$ cat config.mk
export PLATFORM = sky130hd
export DESIGN_NAME = regfile_wb_arbiter_flat
export DESIGN_NICKNAME = d
export VERILOG_FILES = /design/src/rtl/regfile_wb_arbiter_pkg.sv /design/src/rtl/regfile_wb_arbiter_if.sv /design/src/rtl/regfile_wb_arbiter_fifo.sv /design/src/rtl/regfile_wb_arbiter.sv /design/src/flat_wrapper.sv
export SDC_FILE = /design/constraint.sdc
export NUM_CORES = 1
export LEC_CHECK = 0
export CAP_MARGIN = 20
export CORE_AREA = 10 10 147 149
export CTS_CLUSTER_DIAMETER = 60
export CTS_CLUSTER_SIZE = 28
export DETAILED_ROUTE_END_ITERATION = 12
export DIE_AREA = 0 0 157 159
export PLACE_DENSITY = 0.86
export SETUP_SLACK_MARGIN = 0.2
export SLEW_MARGIN = 5
export SYNTH_ARGS = -nofsm -noshare
export SYNTH_HDL_FRONTEND = slang
export SYNTH_HIERARCHICAL = 1
export SYNTH_SLANG_ARGS = --single-unit
export TNS_END_PERCENT = 20
$ cat constraint.sdc
create_clock -name clk -period 15.3 [get_ports clk]
set_input_delay 3.06 -clock clk [delete_from_list [all_inputs] [get_ports clk]]
set_output_delay 3.06 -clock clk [all_outputs]
set_load 0.01 [all_outputs]
$ cat src/rtl/regfile_wb_arbiter_pkg.sv
// Shared types for the register-file writeback arbiter.
// Default widths, the zero-register index and the writeback bundle.
package regfile_pkg;

    localparam int DATA_W_DEF = 64;
    localparam int ADDR_W_DEF = 5;
    localparam logic [ADDR_W_DEF-1:0] XZR_REG = 5'd31;

    typedef struct packed {
        logic                  we;
        logic [ADDR_W_DEF-1:0] wa;
        logic [DATA_W_DEF-1:0] wd;
    } wb_req_t;

    typedef enum logic [1:0] {
        NONE,
        PIPE,
        FIFO,
        BYPASS
    } wb_src_e;

endpackage

$ cat src/rtl/regfile_wb_arbiter_if.sv
// Bus between WB stage, multi-cycle unit, decode and the arbiter.
import regfile_pkg::*;

interface regfile_wb_arbiter_if #(
    parameter int DATA_W = DATA_W_DEF,
    parameter int ADDR_W = ADDR_W_DEF
);
    logic              pipe_we;
    logic [ADDR_W-1:0] pipe_wa;
    logic [DATA_W-1:0] pipe_wd;
    logic              mc_valid;
    logic              mc_ready;
    logic [ADDR_W-1:0] mc_wa;
    logic [DATA_W-1:0] mc_wd;
    logic              issue_valid;
    logic [ADDR_W-1:0] issue_wa;
    logic [ADDR_W-1:0] chk_ra1;
    logic [ADDR_W-1:0] chk_ra2;
    logic [ADDR_W-1:0] chk_wa;
    logic              stall;
    logic [31:0]       pending;
    logic              rf_we;
    logic [ADDR_W-1:0] rf_wa;
    logic [DATA_W-1:0] rf_wd;

    modport slave (
        input  pipe_we, pipe_wa, pipe_wd,
        input  mc_valid, mc_wa, mc_wd,
        input  issue_valid, issue_wa,
        input  chk_ra1, chk_ra2, chk_wa,
        output mc_ready, stall, pending,
        output rf_we, rf_wa, rf_wd
    );

    modport master (
        output pipe_we, pipe_wa, pipe_wd,
        output mc_valid, mc_wa, mc_wd,
        output issue_valid, issue_wa,
        output chk_ra1, chk_ra2, chk_wa,
        input  mc_ready, stall, pending,
        input  rf_we, rf_wa, rf_wd
    );
endinterface

$ cat src/rtl/regfile_wb_arbiter_fifo.sv
// In-order buffer for multi-cycle results awaiting the write port.
import regfile_pkg::*;

module wb_fifo #(
    parameter int  DEPTH = 2,
    parameter type T     = wb_req_t
) (
    input  logic clk,
    input  logic rst_n,
    input  logic push_i,
    input  T     data_i,
    input  logic pop_i,
    output T     head_o,
    output logic empty_o,
    output logic full_o
);
    localparam int PW = (DEPTH > 1) ? $clog2(DEPTH) : 1;
    localparam int CW = $clog2(DEPTH + 1);

    T              mem_q [DEPTH];
    logic [PW-1:0] wr_q;
    logic [PW-1:0] rd_q;
    logic [CW-1:0] cnt_q;
    logic          wr;
    logic          rd;

    function automatic logic [PW-1:0] inc(input logic [PW-1:0] p);
        return (p == PW'(DEPTH - 1)) ? '0 : p + PW'(1);
    endfunction

    // A full buffer refuses pushes even while it drains.
    assign wr      = push_i && !full_o;
    assign rd      = pop_i && !empty_o;
    assign empty_o = (cnt_q == '0);
    assign full_o  = (cnt_q == CW'(DEPTH));
    assign head_o  = mem_q[rd_q];

    always_ff @(posedge clk or negedge rst_n) begin
        if (!rst_n) begin
            wr_q  <= '0;
            rd_q  <= '0;
            cnt_q <= '0;
        end else begin
            if (wr) wr_q <= inc(wr_q);
            if (rd) rd_q <= inc(rd_q);
            cnt_q <= cnt_q + CW'(wr) - CW'(rd);
        end
    end

    always_ff @(posedge clk) begin
        if (wr) mem_q[wr_q] <= data_i;
    end
endmodule

$ cat src/rtl/regfile_wb_arbiter.sv
// Shares the register-file write port between WB and a multi-cycle unit,
// tracking outstanding multi-cycle destinations for decode.
import regfile_pkg::*;

module regfile_wb_arbiter #(
    parameter int                DATA_W     = DATA_W_DEF,
    parameter int                ADDR_W     = ADDR_W_DEF,
    parameter int                FIFO_DEPTH = 2,
    parameter int                STARVE_MAX = 4,
    parameter logic [ADDR_W-1:0] XZR        = XZR_REG
) (
    input logic                 clk,
    input logic                 reset,
    regfile_wb_arbiter_if.slave bus
);
    localparam int SW = $clog2(STARVE_MAX + 1);

    wb_src_e       src;
    wb_req_t       head;
    wb_req_t       mc_req;
    logic          empty;
    logic          full;
    logic          ready_q;
    logic          pipe_win;
    logic          mc_live;
    logic          push;
    logic          pop;
    logic          commit;
    logic [31:0]   pend_q;
    logic [31:0]   pend_d;
    logic [SW-1:0] starve_q;
    logic [SW-1:0] starve_d;
    logic          hit;

    assign mc_req   = '{we: 1'b1, wa: bus.mc_wa, wd: bus.mc_wd};
    assign bus.mc_ready = ready_q && !full;

    assign pipe_win = reset && bus.pipe_we && (bus.pipe_wa != XZR);
    assign mc_live  = bus.mc_valid && bus.mc_ready && (bus.mc_wa != XZR);

    always_comb begin
        src = NONE;
        priority case (1'b1)
            pipe_win: src = PIPE;
            !empty:   src = FIFO;
            mc_live:  src = BYPASS;
            default:  src = NONE;
        endcase
    end

    assign pop    = (src == FIFO);
    assign push   = mc_live && (src != BYPASS);
    assign commit = (src == FIFO) || (src == BYPASS);

    always_comb begin
        bus.rf_we = 1'b0;
        bus.rf_wa = '0;
        bus.rf_wd = '0;
        unique case (src)
            PIPE: begin
                bus.rf_we = 1'b1;
                bus.rf_wa = bus.pipe_wa;
                bus.rf_wd = bus.pipe_wd;
            end
            FIFO: begin
                bus.rf_we = head.we;
                bus.rf_wa = head.wa;
                bus.rf_wd = head.wd;
            end
            BYPASS: begin
                bus.rf_we = mc_req.we;
                bus.rf_wa = mc_req.wa;
                bus.rf_wd = mc_req.wd;
            end
            default: ;
        endcase
    end

    wb_fifo #(
        .DEPTH (FIFO_DEPTH),
        .T     (wb_req_t)
    ) u_fifo (
        .clk     (clk),
        .rst_n   (reset),
        .push_i  (push),
        .data_i  (mc_req),
        .pop_i   (pop),
        .head_o  (head),
        .empty_o (empty),
        .full_o  (full)
    );

    // A new issue outranks a commit to the same register.
    always_comb begin
        pend_d = pend_q;
        if (commit) pend_d[bus.rf_wa] = 1'b0;
        if (bus.issue_valid && (bus.issue_wa != XZR))
            pend_d[bus.issue_wa] = 1'b1;
    end

    always_comb begin
        starve_d = starve_q;
        if (empty || pop)
            starve_d = '0;
        else if (starve_q != SW'(STARVE_MAX))
            starve_d = starve_q + SW'(1);
    end

    assign hit = ((bus.chk_ra1 != XZR) && pend_q[bus.chk_ra1])
              || ((bus.chk_ra2 != XZR) && pend_q[bus.chk_ra2])
              || ((bus.chk_wa  != XZR) && pend_q[bus.chk_wa]);

    assign bus.stall   = hit || (starve_q == SW'(STARVE_MAX));
    assign bus.pending = pend_q;

    always_ff @(posedge clk or negedge reset) begin
        if (!reset) begin
            ready_q  <= 1'b0;
            pend_q   <= '0;
            starve_q <= '0;
        end else begin
            ready_q  <= 1'b1;
            pend_q   <= pend_d;
            starve_q <= starve_d;
        end
    end
endmodule

$ cat src/flat_wrapper.sv
// flat-port wrapper written by rule: the top's interface ports become plain ports
module regfile_wb_arbiter_flat 
#(
    parameter int                DATA_W     = DATA_W_DEF,
    parameter int                ADDR_W     = ADDR_W_DEF,
    parameter int                FIFO_DEPTH = 2,
    parameter int                STARVE_MAX = 4,
    parameter logic [ADDR_W-1:0] XZR        = XZR_REG
)
  (clk, reset, bus_pipe_we, bus_pipe_wa, bus_pipe_wd, bus_mc_valid, bus_mc_wa, bus_mc_wd, bus_issue_valid, bus_issue_wa, bus_chk_ra1, bus_chk_ra2, bus_chk_wa, bus_mc_ready, bus_stall, bus_pending, bus_rf_we, bus_rf_wa, bus_rf_wd);
  regfile_wb_arbiter_if #(.DATA_W(DATA_W), .ADDR_W(ADDR_W)) bus_i ();
  input logic clk;
  input logic reset;
  input wire logic [$bits(bus_i.pipe_we)-1:0] bus_pipe_we;
  input wire logic [$bits(bus_i.pipe_wa)-1:0] bus_pipe_wa;
  input wire logic [$bits(bus_i.pipe_wd)-1:0] bus_pipe_wd;
  input wire logic [$bits(bus_i.mc_valid)-1:0] bus_mc_valid;
  input wire logic [$bits(bus_i.mc_wa)-1:0] bus_mc_wa;
  input wire logic [$bits(bus_i.mc_wd)-1:0] bus_mc_wd;
  input wire logic [$bits(bus_i.issue_valid)-1:0] bus_issue_valid;
  input wire logic [$bits(bus_i.issue_wa)-1:0] bus_issue_wa;
  input wire logic [$bits(bus_i.chk_ra1)-1:0] bus_chk_ra1;
  input wire logic [$bits(bus_i.chk_ra2)-1:0] bus_chk_ra2;
  input wire logic [$bits(bus_i.chk_wa)-1:0] bus_chk_wa;
  output wire logic [$bits(bus_i.mc_ready)-1:0] bus_mc_ready;
  output wire logic [$bits(bus_i.stall)-1:0] bus_stall;
  output wire logic [$bits(bus_i.pending)-1:0] bus_pending;
  output wire logic [$bits(bus_i.rf_we)-1:0] bus_rf_we;
  output wire logic [$bits(bus_i.rf_wa)-1:0] bus_rf_wa;
  output wire logic [$bits(bus_i.rf_wd)-1:0] bus_rf_wd;
  assign bus_i.pipe_we = bus_pipe_we;
  assign bus_i.pipe_wa = bus_pipe_wa;
  assign bus_i.pipe_wd = bus_pipe_wd;
  assign bus_i.mc_valid = bus_mc_valid;
  assign bus_i.mc_wa = bus_mc_wa;
  assign bus_i.mc_wd = bus_mc_wd;
  assign bus_i.issue_valid = bus_issue_valid;
  assign bus_i.issue_wa = bus_issue_wa;
  assign bus_i.chk_ra1 = bus_chk_ra1;
  assign bus_i.chk_ra2 = bus_chk_ra2;
  assign bus_i.chk_wa = bus_chk_wa;
  assign bus_mc_ready = bus_i.mc_ready;
  assign bus_stall = bus_i.stall;
  assign bus_pending = bus_i.pending;
  assign bus_rf_we = bus_i.rf_we;
  assign bus_rf_wa = bus_i.rf_wa;
  assign bus_rf_wd = bus_i.rf_wd;
  regfile_wb_arbiter #(.DATA_W(DATA_W), .ADDR_W(ADDR_W), .FIFO_DEPTH(FIFO_DEPTH), .STARVE_MAX(STARVE_MAX), .XZR(XZR)) u_core (.clk(clk), .reset(reset), .bus(bus_i));
endmodule
Yosys cells after proc, flatten, opt, wreduce, memory -nomap -nowiden
Memory sizes are Yosys's and may differ from the RTL's. Cells that the tools add are included.

Bits in registers: 40. Memory bits (writable): 138. Output and inout port bits: 104. Logic and storage cells: 83. Memories: 1.

Memory list: u_core.u_fifo.mem_q (words 2, width 69, read ports 1, clocked after memory_dff 0, wr ports 1, RTL line regfile_wb_arbiter_fifo.sv:20) `T mem_q [DEPTH];`.

$add $sub $neg: 5. Order comparisons: 7. Equality and inequality tests: 13. Muxes and demuxes: 24. Bitwise gates (word level): 3. Reduce and logical (&&, ||, !) cells: 24.

Operators by type and width (number): 64-bit one-hot mux with 3 select lines (1); 32-bit 2-to-1 mux (2); 32-bit AND (1); 32-bit inverter (1); 32-bit bitwise OR (1); 5-bit by 6-bit < comparator with 1-bit output (second input constant) (5); 5-bit inequality test (second input constant) (6); 1-bit binary-select mux with 5-bit select (3); 5-bit one-hot mux with 3 select lines (1); 1-bit logical AND (14); 1-bit demux with 5-bit select (2); 5-bit by 1-bit >= comparator with 1-bit output (second input constant) (2); 1-bit 2-to-1 mux (9); 2-bit == test (second input constant) (3); 2-bit 2-to-1 mux (3); 3-bit 2-to-1 mux (2); 1-bit logical OR (5); 3-bit by 1-bit adder with 3-bit output (second input constant) (1); 3-bit == test (second input constant) (1); 3-bit inequality test (second input constant) (1); 1-bit adder (second input constant) (2); 2-bit by 1-bit adder with 2-bit output (1); 2-bit by 1-bit == test with 1-bit output (second input constant) (1); 1-bit zero test (2); other kinds (6) (6).

Longest topological paths before layout
Gate-level depths: netlist of run 1.

Depth after elaboration: 19. Mapped depth: 13. Gate-level depth less buffers: 10.

Hierarchy
The synthesis of run 1 kept the hierarchy.

By module, submodules not included: wb_fifo (times used 1, cells each 236, area each 5600.4 sq um); regfile_wb_arbiter (times used 1, cells each 517, area each 4091.4 sq um).

Worst setup path after synthesis of run 1
No wires, ideal clock.

Path kind: in2out. Start point: input port bus_chk_ra1[1]. End point: output port bus_stall. Arrival time: 4.502 ns. Data required time: 12.240 ns. Slack: 7.738 ns. Cell stages on the path: 6. Path buffers: 1. Path through: clkbuf_1 > mux4_2 > o22ai_1 > nor3_1 > nor4_1 > nand2_1.

Word-level cells in the longest chain between the ends: 6.

RTL lines: start: declaration (RTL line flat_wrapper.sv:22) `input wire logic [$bits(bus_i.chk_ra1)-1:0] bus_chk_ra1;`; 1-bit binary-select mux with 5-bit select (RTL line regfile_wb_arbiter.sv:109) `assign hit = ((bus.chk_ra1 != XZR) && pend_q[bus.chk_ra1])`; 1-bit 2-to-1 mux (not written as such) (RTL line regfile_wb_arbiter.sv:109); 1-bit logical AND (*) (RTL line regfile_wb_arbiter.sv:109); 1-bit logical OR (*) (RTL line regfile_wb_arbiter.sv:110) `|| ((bus.chk_ra2 != XZR) && pend_q[bus.chk_ra2])`; 1-bit logical OR (*) (RTL line regfile_wb_arbiter.sv:111) `|| ((bus.chk_wa != XZR) && pend_q[bus.chk_wa]);`; 1-bit logical OR (*) (RTL line regfile_wb_arbiter.sv:113) `assign bus.stall = hit || (starve_q == SW'(STARVE_MAX));`; end: declaration (RTL line flat_wrapper.sv:26) `output wire logic [$bits(bus_i.stall)-1:0] bus_stall;`.

Every way passes the cells marked *; elsewhere a longest branch is shown, timed or not. The select of a mux whose other input is x is not followed.

Worst setup path after layout of run 1
Start point: input port bus_pipe_wa[1]. End point: output port bus_rf_wd[16].

Word-level cells in the longest chain between the ends: 5.

RTL lines: start: declaration (RTL line flat_wrapper.sv:15) `input wire logic [$bits(bus_i.pipe_wa)-1:0] bus_pipe_wa;`; 5-bit inequality test (*) (RTL line regfile_wb_arbiter.sv:38) `assign pipe_win = reset && bus.pipe_we && (bus.pipe_wa != XZR);`; 1-bit logical AND (*) (RTL line regfile_wb_arbiter.sv:38); 2-bit 2-to-1 mux (*) (RTL line regfile_wb_arbiter.sv:43) `priority case (1'b1)`; 2-bit == test / 2-bit by 1-bit == test with 1-bit output (equally long branches) (RTL line regfile_wb_arbiter.sv:59) `unique case (src)`; 64-bit one-hot mux with 3 select lines (*) (RTL line regfile_wb_arbiter.sv:59); end: declaration (RTL line flat_wrapper.sv:30) `output wire logic [$bits(bus_i.rf_wd)-1:0] bus_rf_wd;`.

Every way passes the cells marked *; elsewhere a longest branch is shown, timed or not.

==> qor.csv, run 1 <==
stage;metric;value;unit
logic_synthesis;ys.flop_type;edfxtp_1;
clock_network;clock_sinks;180;
setup_path;reg2regPathDepth;8;
placement;place_area;0.01241;mm²
placement;place_inst;1214;
floorplanning;core-area;0.01858;mm²
finish;fin_cells;1246;
logic_synthesis;synthTopCellsByArea;edfxtp_1 43%, mux2_4 11%, dfrtp_1 10%;
floorplanning;start_util;0.5216;
sta;fin_crit_sh;0.5828;
clock_network;cts_setup_buffers;0;
sta;rsz0062_at_grt;no;
logic_synthesis;synth_top_family_by_area;multiplexers;
clock_network;cts_resized;0;
logic_synthesis;syn_inst;753;
grt;grt_max_degree;71;
grt;antenna_found_initial;0;
logic_synthesis;synth_seq_cells;180;
drt;viasPerCell;6.059;
setup_path;start_kind;primary input;
clock_network;ctsHoldBuffers;0;
logic_synthesis;netlist_area;0.009692;mm²
drt;drt_pre_antenna_iters;5;
clock_network;cts_tree;yes;
logic_synthesis;synthArstFlopShare;0.2222;
logic_synthesis;synthSimpleGateAreaFrac;0.1068;
drt;dr_total_vias;7549;
grt;grt_pass1_vias;7747;
pwr;powerDensity;166.0;mW/mm²
setup_path;path_class;in2out;
setup_path;crit_end;bus_rf_wd[16];
logic_synthesis;synthDistinctLibCells;68;
setup_path;setup.worst_path.start;bus_pipe_wa[1];
finish;n_fill_cell;1255;
sta;skew;7.575;ps
sta;worstMarginPinSlew;1092;ps
finish;final_cell_mix;265 x clkdlybuf4s50_1, 140 x edfxtp_1, 109 x nor2_1;
pwr;power.total;0.002163;W
floorplanning;floorplan.rows;50;
logic_synthesis;synthDominantCellAreaShare;0.4338;
placement;numPortBuffers;266;
sta;finalSetupViolCount;0;
logic_synthesis;synthXorXnorAreaFrac;0.004518;
finish;drive_gt1_frac;0.1502;
drt;post_drt_wl_per_cell;22.79;µm
sta;fmax;112.2;MHz
pwr;leakagePower;4.820;nW
logic_synthesis;synth_top_cell_by_area;edfxtp_1;
grt;grt_pass1_wl;43760;µm
pwr;peakVddDrop;0.00009793;V
drt;drc;0;
logic_synthesis;synthAdderAreaFrac;0.005164;
logic_synthesis;synth_mux_area_frac;0.1846;
finish;syn_to_final_growth;34.40;%
clock_network;cts_buffer_depth;2;
logic_synthesis;yosysWarningCount;6;
setup_path;r2r_start;u_core/u_fifo/cnt_q[1];
finish;nets;1166;
setup_path;worstPathArrival;5860;ps
setup_path;cp-end-kind;output pin;
sta;holdWs;541.5;ps
drt;drt_iter0_drc;706;
grt;overflow;0;
setup_path;required;12240;ps
finish;multi_input_area;0.004134;mm²
floorplanning;dieArea;0.02496;mm²
drt;wl;28400;µm
sta;hold_viol;0;
floorplanning;io_pins;267;
clock_network;cts.htree.levels;4;
clock_network;clkTransAtPathRegs;70;ps
placement;place_congestion;0.9421;
floorplanning;die_h;159;µm
placement;dp_hpwl;20080;µm
sta;setup-tns-final;0;ps
logic_synthesis;synth_edf_count;140;
finish;register_area;0.005209;mm²
drt;drtAntennaViolNets;0;
grt;grt.total_usage;0.2229;
hold_path;worstHoldPathType;reg2reg;
sta;slew_headroom;0.2704;
logic_synthesis;synth_compound_area_frac;0.1206;
sta;period_needed;8916;ps
setup_path;critPathMaxFanout;19;
clock_network;clock_latency;440;ps
flow_run;cap_viol_max_count;0;
floorplanning;fp.dieW;157;µm
finish;layout_commonest_cell;clkdlybuf4s50_1;
logic_synthesis;synth_seq_area_share;0.5371;
finish;num_antenna_cells;0;
setup_path;timing.reg2reg.setup_slack;11420;ps
logic_synthesis;syn_avg_cell_area;12.87;µm²
sta;slew_viol_final;0;
finish;design_area;0.01303;mm²
clock_network;cts_made_buffers;17;
status;status;complete, no violations;
clock_network;cts_root_buf;clkbuf_16;
setup_path;worstReg2RegEnd;u_core/bus.pending[19];
-- cell families (layout without fill, tap and decap cells) --
kind of cell	count (synthesis)	count (layout)
muxes	119	119
other	1	3
adders and majority gates	4	4
xor gates and xnor gates	5	5
DFF	180	180
AOI/OAI and AO/OA	155	155
and+or+nand+nor	226	226
buffers and inverters	63	320
-- final cells by class --
type | count | share of cell area
repair buffers | 274 | 0.2086
clock inverters | 14 | 0.01460
well taps | 234 | 0.02248
flip-flops and latches | 180 | 0.3999
inverters | 14 | 0.004130
clock buffers | 18 | 0.03295
multi-input cells | 512 | 0.3174
-- Yosys cell counts (5+ instances only) --
cell type  number
nand2b_1        8
o21ai_1         9
nor2b_1         7
nand2_1        49
buf_12          7
edfxtp_1      140
mux2_4         69
nand4b_1        5
a221oi_1       47
mux4_2         20
buf_1           8
inv_1          13
buf_2          12
nor2_1        111
nor3_1         10
and2_1          6
nand4_1         5
o21ai_0        44
o31ai_1         8
dfrtp_1        40
clkbuf_1       18
mux2i_1        28
nand3_1         6
-- how the worst min path moves through the flow --
stage               cells after the start  slack, ps                    from                endpoint
floorplan                               1        460      u_core/u_fifo/wr_q      u_core/u_fifo/wr_q
global placement                        1        530  u_core/bus.pending[31]  u_core/bus.pending[31]
detailed placement                      1        530  u_core/bus.pending[31]  u_core/bus.pending[31]
CTS                                     1        540  u_core/bus.pending[31]  u_core/bus.pending[31]
global route                            1        550  u_core/bus.pending[31]  u_core/bus.pending[31]
finish                                  1        540  u_core/bus.pending[31]  u_core/bus.pending[31]
-- stage by stage --
step / util / setup WS [ps]
after floorplan: - / 7738
after global placement: 0.6677 / 6453
after detailed placement: 0.6677 / 6435
after CTS: 0.7011 / 6422
after global routing: 0.7011 / 6161
final: 0.7011 / 6384
-- routing by layer --
metal,part of all wire,GRT usage,wire (µm)
met5,0,0,0
met4,0.026,0.07983,731
met3,0.094,0.07285,2672
met2,0.50,0.3603,14060
met1,0.38,0.2718,10930
-- state kept, by name, summed over array words and instances, names as in the netlist --
name,count
u_core/ready_q,1
u_core/u_fifo/wr_q,1
u_core/u_fifo/rd_q,1
u_core/u_fifo/mem_q,140
u_core/bus.pending,32
u_core/starve_q,3
u_core/u_fifo/cnt_q,2
-- report_power, final --
group | internal [W] | leakage, nW | switching (W)
Clock | 0.000263 | 0.306 | 0.000194
Combinational | 0.000533 | 2.76 | 0.000459
Sequential | 0.000623 | 1.75 | 0.0000904
-- critical path, cell delays in order --
cell and delay, ps:
clkdlybuf4s50_1 640, nand3_2 190, o21ai_4 490, nand2b_1 490, o21ai_0 390, clkdlybuf4s50_1 600
No activity file was read; power rests on OpenSTA's default activity.
==> run 2: changes to the inputs <==
--- a/config.mk
+++ b/config.mk
@@ -6,12 +6,12 @@
 export NUM_CORES = 1
 export LEC_CHECK = 0
 export CAP_MARGIN = 20
-export CORE_AREA = 10 10 147 149
+export CORE_AREA = 10 10 160 162
 export CTS_CLUSTER_DIAMETER = 60
 export CTS_CLUSTER_SIZE = 28
 export DETAILED_ROUTE_END_ITERATION = 12
-export DIE_AREA = 0 0 157 159
-export PLACE_DENSITY = 0.86
+export DIE_AREA = 0 0 170 172
+export PLACE_DENSITY = 0.76
 export SETUP_SLACK_MARGIN = 0.2
 export SLEW_MARGIN = 5
 export SYNTH_ARGS = -nofsm -noshare
==> constraint.sdc (replaced) <==
create_clock -name clk -period 7.9 [get_ports clk]
set_input_delay 1.58 -clock clk [delete_from_list [all_inputs] [get_ports clk]]
set_output_delay 1.58 -clock clk [all_outputs]
set_load 0.01 [all_outputs]
==> qor.csv, run 2 (synthesized netlist as in run 1, its figures left out) <==
stage;metric;value;unit
drt;drt_pre_antenna_iters;5;
sta;fmax;168.8;MHz
setup_path;cp-end-kind;output pin;
setup_path;cp_slowest_cell;nand2b_1;
placement;dp_hpwl;21610;µm
clock_network;cts_resized;0;
sta;fin_crit_sh;0.7497;
grt;grt_pass1_vias;7760;
setup_path;cpMostUsedCell;clkdlybuf4s50_1;
drt;drc;0;
floorplanning;die_h;172;µm
drt;post_drt_wl_per_cell;22.73;µm
clock_network;ctsHoldBuffers;0;
floorplanning;core-area;0.02237;mm²
sta;worstMarginPinSlew;1063;ps
finish;regMostFlops;u_core/u_fifo/mem_q;
setup_path;cp_cell_sequence;clkdlybuf4s50_1 > and4_1 > a22o_1 > nand2b_1 > o21ai_0 > clkdlybuf4s50_1;
sta;slew_viol_final;0;
finish;nets;1167;
hold_path;worstHoldPathType;reg2reg;
floorplanning;io_pins;267;
floorplanning;floorplan.rows;55;
setup_path;required;6320;ps
sta;slew_headroom;0.2912;
floorplanning;start_util;0.4333;
clock_network;cts_made_buffers;17;
grt;overflow;0;
sta;setup-tns-final;0;ps
placement;place_inst;1266;
pwr;peakVddDrop;0.0001776;V
setup_path;critPathMaxFanout;18;
sta;rsz0062_at_grt;no;
status;status;complete, no violations;
clock_network;cts_tree;yes;
sta;finalSetupViolCount;0;
clock_network;clock_latency;430;ps
setup_path;start_kind;primary input;
grt;antenna_found_initial;1;
clock_network;clkTransAtPathRegs;70;ps
flow_run;cap_viol_max_count;0;
finish;layout_commonest_cell;clkdlybuf4s50_1;
drt;viasPerCell;5.751;
finish;n_fill_cell;1770;
sta;period_needed;5922;ps
pwr;power.total;0.004141;W
clock_network;cts_setup_buffers;0;
grt;grt_pass1_wl;44910;µm
finish;fin_cells;1299;
floorplanning;fp.dieW;170;µm
sta;hold_viol;0;
floorplanning;dieArea;0.02924;mm²
placement;numPortBuffers;266;
pwr;leakagePower;4.794;nW
grt;grt.total_usage;0.1985;
pwr;powerDensity;317.0;mW/mm²
clock_network;cts_buffer_depth;2;
placement;place_congestion;0.8862;
setup_path;worstPathArrival;4340;ps
setup_path;timing.reg2reg.setup_slack;4640;ps
drt;dr_total_vias;7471;
clock_network;cts.htree.levels;4;
finish;final_cell_mix;265 x clkdlybuf4s50_1, 140 x edfxtp_1, 109 x nor2_1;
drt;drtAntennaViolNets;0;
finish;utilization;0.5841;
sta;skew;9.705;ps
hold_path;hold_depth;1;
drt;wl;29530;µm
clock_network;cts_root_buf;clkbuf_16;
setup_path;slowest_delay;710;ps
finish;largest_register_ffs;140;
setup_path;reg2regPathDepth;8;
finish;drive_gt1_frac;0.1492;
drt;drt_iter0_drc;622;
finish;syn_to_final_growth;34.78;%
grt;grt_max_degree;71;
setup_path;path_class;in2out;
clock_network;clock_sinks;180;
==> run 2: final timing paths <==
| check | start | endpoint |
|---|---|---|
| max in group asynchronous | reset | u_core/u_fifo/rd_q |
| min in group asynchronous | reset | u_core/bus.pending[24] |
| hold / removal | u_core/bus.pending[31] | u_core/bus.pending[31] |
| setup / recovery | bus_mc_wa[1] | bus_rf_wd[12] |
| setup reg to reg | u_core/u_fifo/cnt_q[1] | u_core/bus.pending[5] |
| hold reg to reg | u_core/bus.pending[31] | u_core/bus.pending[31] |
==> run 2: where the power goes <==
part | switching [W] | internal, W | total [W]
clock network | 0.000361 | 0.000469 | 0.000830
registers | 0.000164 | 0.00121 | 0.00137
logic | 0.000906 | 0.00103 | 0.00194
==> run 2: per-layer routing <==
metal  GRT usage  vias to the layer above  wire, µm
met4     0.06407                        0       663
met5           0                        -         0
li1            -                     3409         -
met1      0.2328                     3643     11470
met3     0.06954                       50      2795
met2      0.3342                      369     14600
==> run 2: critical path: cells and delay by family <==
family	cells	cell delay [ps]
buffers and inverters	2	1210
AO/OA/AOI/OAI	2	440
AND/OR/NAND/NOR	2	1100
==> run 2: cell type report <==
type | instances | area [µm²] | area share
flip-flops and latches | 180 | 5209 | 0.3988
multi-input cells | 512 | 4138 | 0.3168
repair buffers | 275 | 2725 | 0.2086
clock buffers | 18 | 429.2 | 0.03285
well taps | 285 | 356.6 | 0.02730
clock inverters | 13 | 146.4 | 0.01121
inverters | 14 | 53.80 | 0.004119
diodes | 2 | 5.005 | 0.0003831
==> run 2: per-stage QoR <==
step / instance area, µm² / hold slack (ps) / worst slack [ps]
floorplan: 9699 / 460.8 / 1848
global placement: 12480 / 526.5 / 2014
detailed placement: 12480 / 527.1 / 1956
CTS: 13060 / 537.5 / 1929
global route: 13060 / 557.1 / 1775
finish: 13060 / 534.0 / 1978
==> run 3: changes to the inputs <==
--- a/config.mk
+++ b/config.mk
@@ -6,12 +6,12 @@
 export NUM_CORES = 1
 export LEC_CHECK = 0
 export CAP_MARGIN = 20
-export CORE_AREA = 10 10 160 162
+export CORE_AREA = 10 10 152 154
 export CTS_CLUSTER_DIAMETER = 60
 export CTS_CLUSTER_SIZE = 28
 export DETAILED_ROUTE_END_ITERATION = 12
-export DIE_AREA = 0 0 170 172
-export PLACE_DENSITY = 0.76
+export DIE_AREA = 0 0 162 164
+export PLACE_DENSITY = 0.8
 export SETUP_SLACK_MARGIN = 0.2
 export SLEW_MARGIN = 5
 export SYNTH_ARGS = -nofsm -noshare
==> constraint.sdc (replaced) <==
create_clock -name clk -period 5.7 [get_ports clk]
set_input_delay 1.14 -clock clk [delete_from_list [all_inputs] [get_ports clk]]
set_output_delay 1.14 -clock clk [all_outputs]
set_load 0.01 [all_outputs]
==> qor.csv, run 3 (synthesized netlist as in run 1, its figures left out) <==
stage;metric;value;unit
placement;dp_slack;807.8;ps
sta;fin_crit_sh;0.8649;
sta;period_needed;4930;ps
grt;grt_max_degree;66;
drt;top_layer;met4;
finish;regMostFlops;u_core/u_fifo/mem_q;
setup_path;cpMostUsedCell;clkdlybuf4s50_1;
status;status;complete, no violations;
clock_network;cts_buffer_depth;2;
drt;dr_wl_met2;14560;µm
clock_network;clock_latency;450;ps
setup_path;r2r_start;u_core/u_fifo/rd_q;
drt;dr_total_vias;7487;
finish;multi_input_area;0.004134;mm²
hold_path;hold_end;u_core/bus.pending[31];
drt;viasPerCell;5.817;
drt;drc;0;
drt;met1_length;10960;µm
pwr;powerDensity;442.5;mW/mm²
clock_network;cts_root_buf;clkbuf_16;
floorplanning;core-area;0.02004;mm²
sta;setup_ws;770.0;ps
sta;worstMarginPinSlew;805.2;ps
sta;fmax;202.8;MHz
sta;rsz0062_at_grt;no;
floorplanning;floorplan.rows;52;
floorplanning;dieArea;0.02657;mm²
finish;final_cell_mix;265 x clkdlybuf4s50_1, 140 x edfxtp_1, 109 x nor2_1;
placement;numPortBuffers;266;
finish;n_fill_cell;1512;
hold_path;hp-start;u_core/bus.pending[31];
setup_path;worstReg2RegEnd;u_core/bus.pending[6];
drt;drt_pre_antenna_iters;5;
sta;setup-tns-final;0;ps
floorplanning;start_util;0.4836;
setup_path;cp_slowest_cell;clkdlybuf4s50_1;
clock_network;cts_resized;0;
clock_network;cts_made_buffers;17;
grt;overflow;0;
drt;drtAntennaViolNets;0;
clock_network;cts.htree.levels;4;
pwr;leakagePower;4.848;nW
grt;grt_pass1_vias;7822;
finish;utilization;0.6565;
clock_network;clkTransAtPathRegs;60;ps
floorplanning;fp.dieW;162;µm
clock_network;ctsHoldBuffers;0;
finish;syn_to_final_growth;35.73;%
setup_path;reg2regPathDepth;6;
setup_path;slowest_delay;770;ps
placement;place_congestion;0.9284;
grt;grt.total_usage;0.2111;
setup_path;path_class;in2out;
finish;register_area;0.005209;mm²
drt;drt_iter0_drc;624;
flow_run;cap_viol_max_count;0;
finish;drive_gt1_frac;0.1535;
sta;slew_viol_final;0;
sta;hold_viol;0;
finish;largest_register_ffs;140;
grt;antenna_found_initial;1;
finish;layout_commonest_cell;clkdlybuf4s50_1;
setup_path;worstPathArrival;3790;ps
drt;wl_met3;2431;µm
setup_path;required;4560;ps
setup_path;cp_cell_sequence;clkdlybuf4s50_1 > mux4_2 > nor2b_1 > a211oi_1 > nor3_1 > nor4_1 > nand2_1 > clkdlybuf4s50_1;
finish;nets;1171;
hold_path;worstHoldPathType;reg2reg;
setup_path;start_kind;primary input;
setup_path;cp-end-kind;output pin;
clock_network;clock_sinks;180;
sta;skew;24.68;ps
setup_path;critPathMaxFanout;9;
hold_path;hold_depth;1;
clock_network;cts_tree;yes;
setup_path;timing.reg2reg.setup_slack;2860;ps
sta;finalSetupViolCount;0;
drt;post_drt_wl_per_cell;22.08;µm
grt;grt_pass1_wl;44220;µm
sta;slew_headroom;0.4632;
sta;holdWs;537.2;ps
placement;dp_hpwl;20830;µm
pwr;peakVddDrop;0.0002376;V
floorplanning;io_pins;267;
clock_network;cts_setup_buffers;0;
drt;wl;28420;µm
floorplanning;die_h;164;µm
run 3: worst max path at each step:
stage	cells after the start	from	endpoint
global placement	8	bus_chk_ra1[0]	bus_stall
floorplan	7	reset	u_core/u_fifo/mem_q[0][0]
detailed placement	8	bus_chk_ra1[0]	bus_stall
finish	8	bus_chk_ra1[0]	bus_stall
global route	8	bus_chk_ra1[0]	bus_stall
CTS	8	bus_chk_ra1[0]	bus_stall
run 3: per-stage QoR:
stage          area, µm²  std cells  total power (W)
2_1_floorplan       9702        755         0.003496
3_3_place_gp       12540       1255         0.004572
3_5_place_dp       12540       1255         0.004612
4_1_cts            13150       1286         0.005853
5_1_grt            13160       1287         0.006103
6_report           13160       1287         0.005821
run 3: where the power goes:
group	leakage, nW	internal [W]	switching, W
clock network	0.299	0.000703	0.000522
logic	2.80	0.00144	0.00122
registers	1.75	0.00167	0.000268
run 3: critical path, delay by kind of cell:
kind | cells | cell delay [ps]
AOI/OAI and AO/OA | 1 | 270
muxes | 1 | 560
and+or+nand+nor | 4 | 560
buffers and inverters | 2 | 1260
run 3: routing by layer:
layer	vias to the layer above	GRT usage
met1	3677	0.2468
met2	364	0.3662
li1	3413	-
met5	-	0
met4	0	0.06203
met3	33	0.06558
run 3: layout make-up:
type                    instances  share of cell area
inverters                      14            0.004090
well taps                     270             0.02568
diodes                          1           0.0001902
clock buffers                  17             0.03234
repair buffers                279              0.2132
flip-flops and latches        180              0.3959
clock inverters                14             0.01427
multi-input cells             512              0.3142
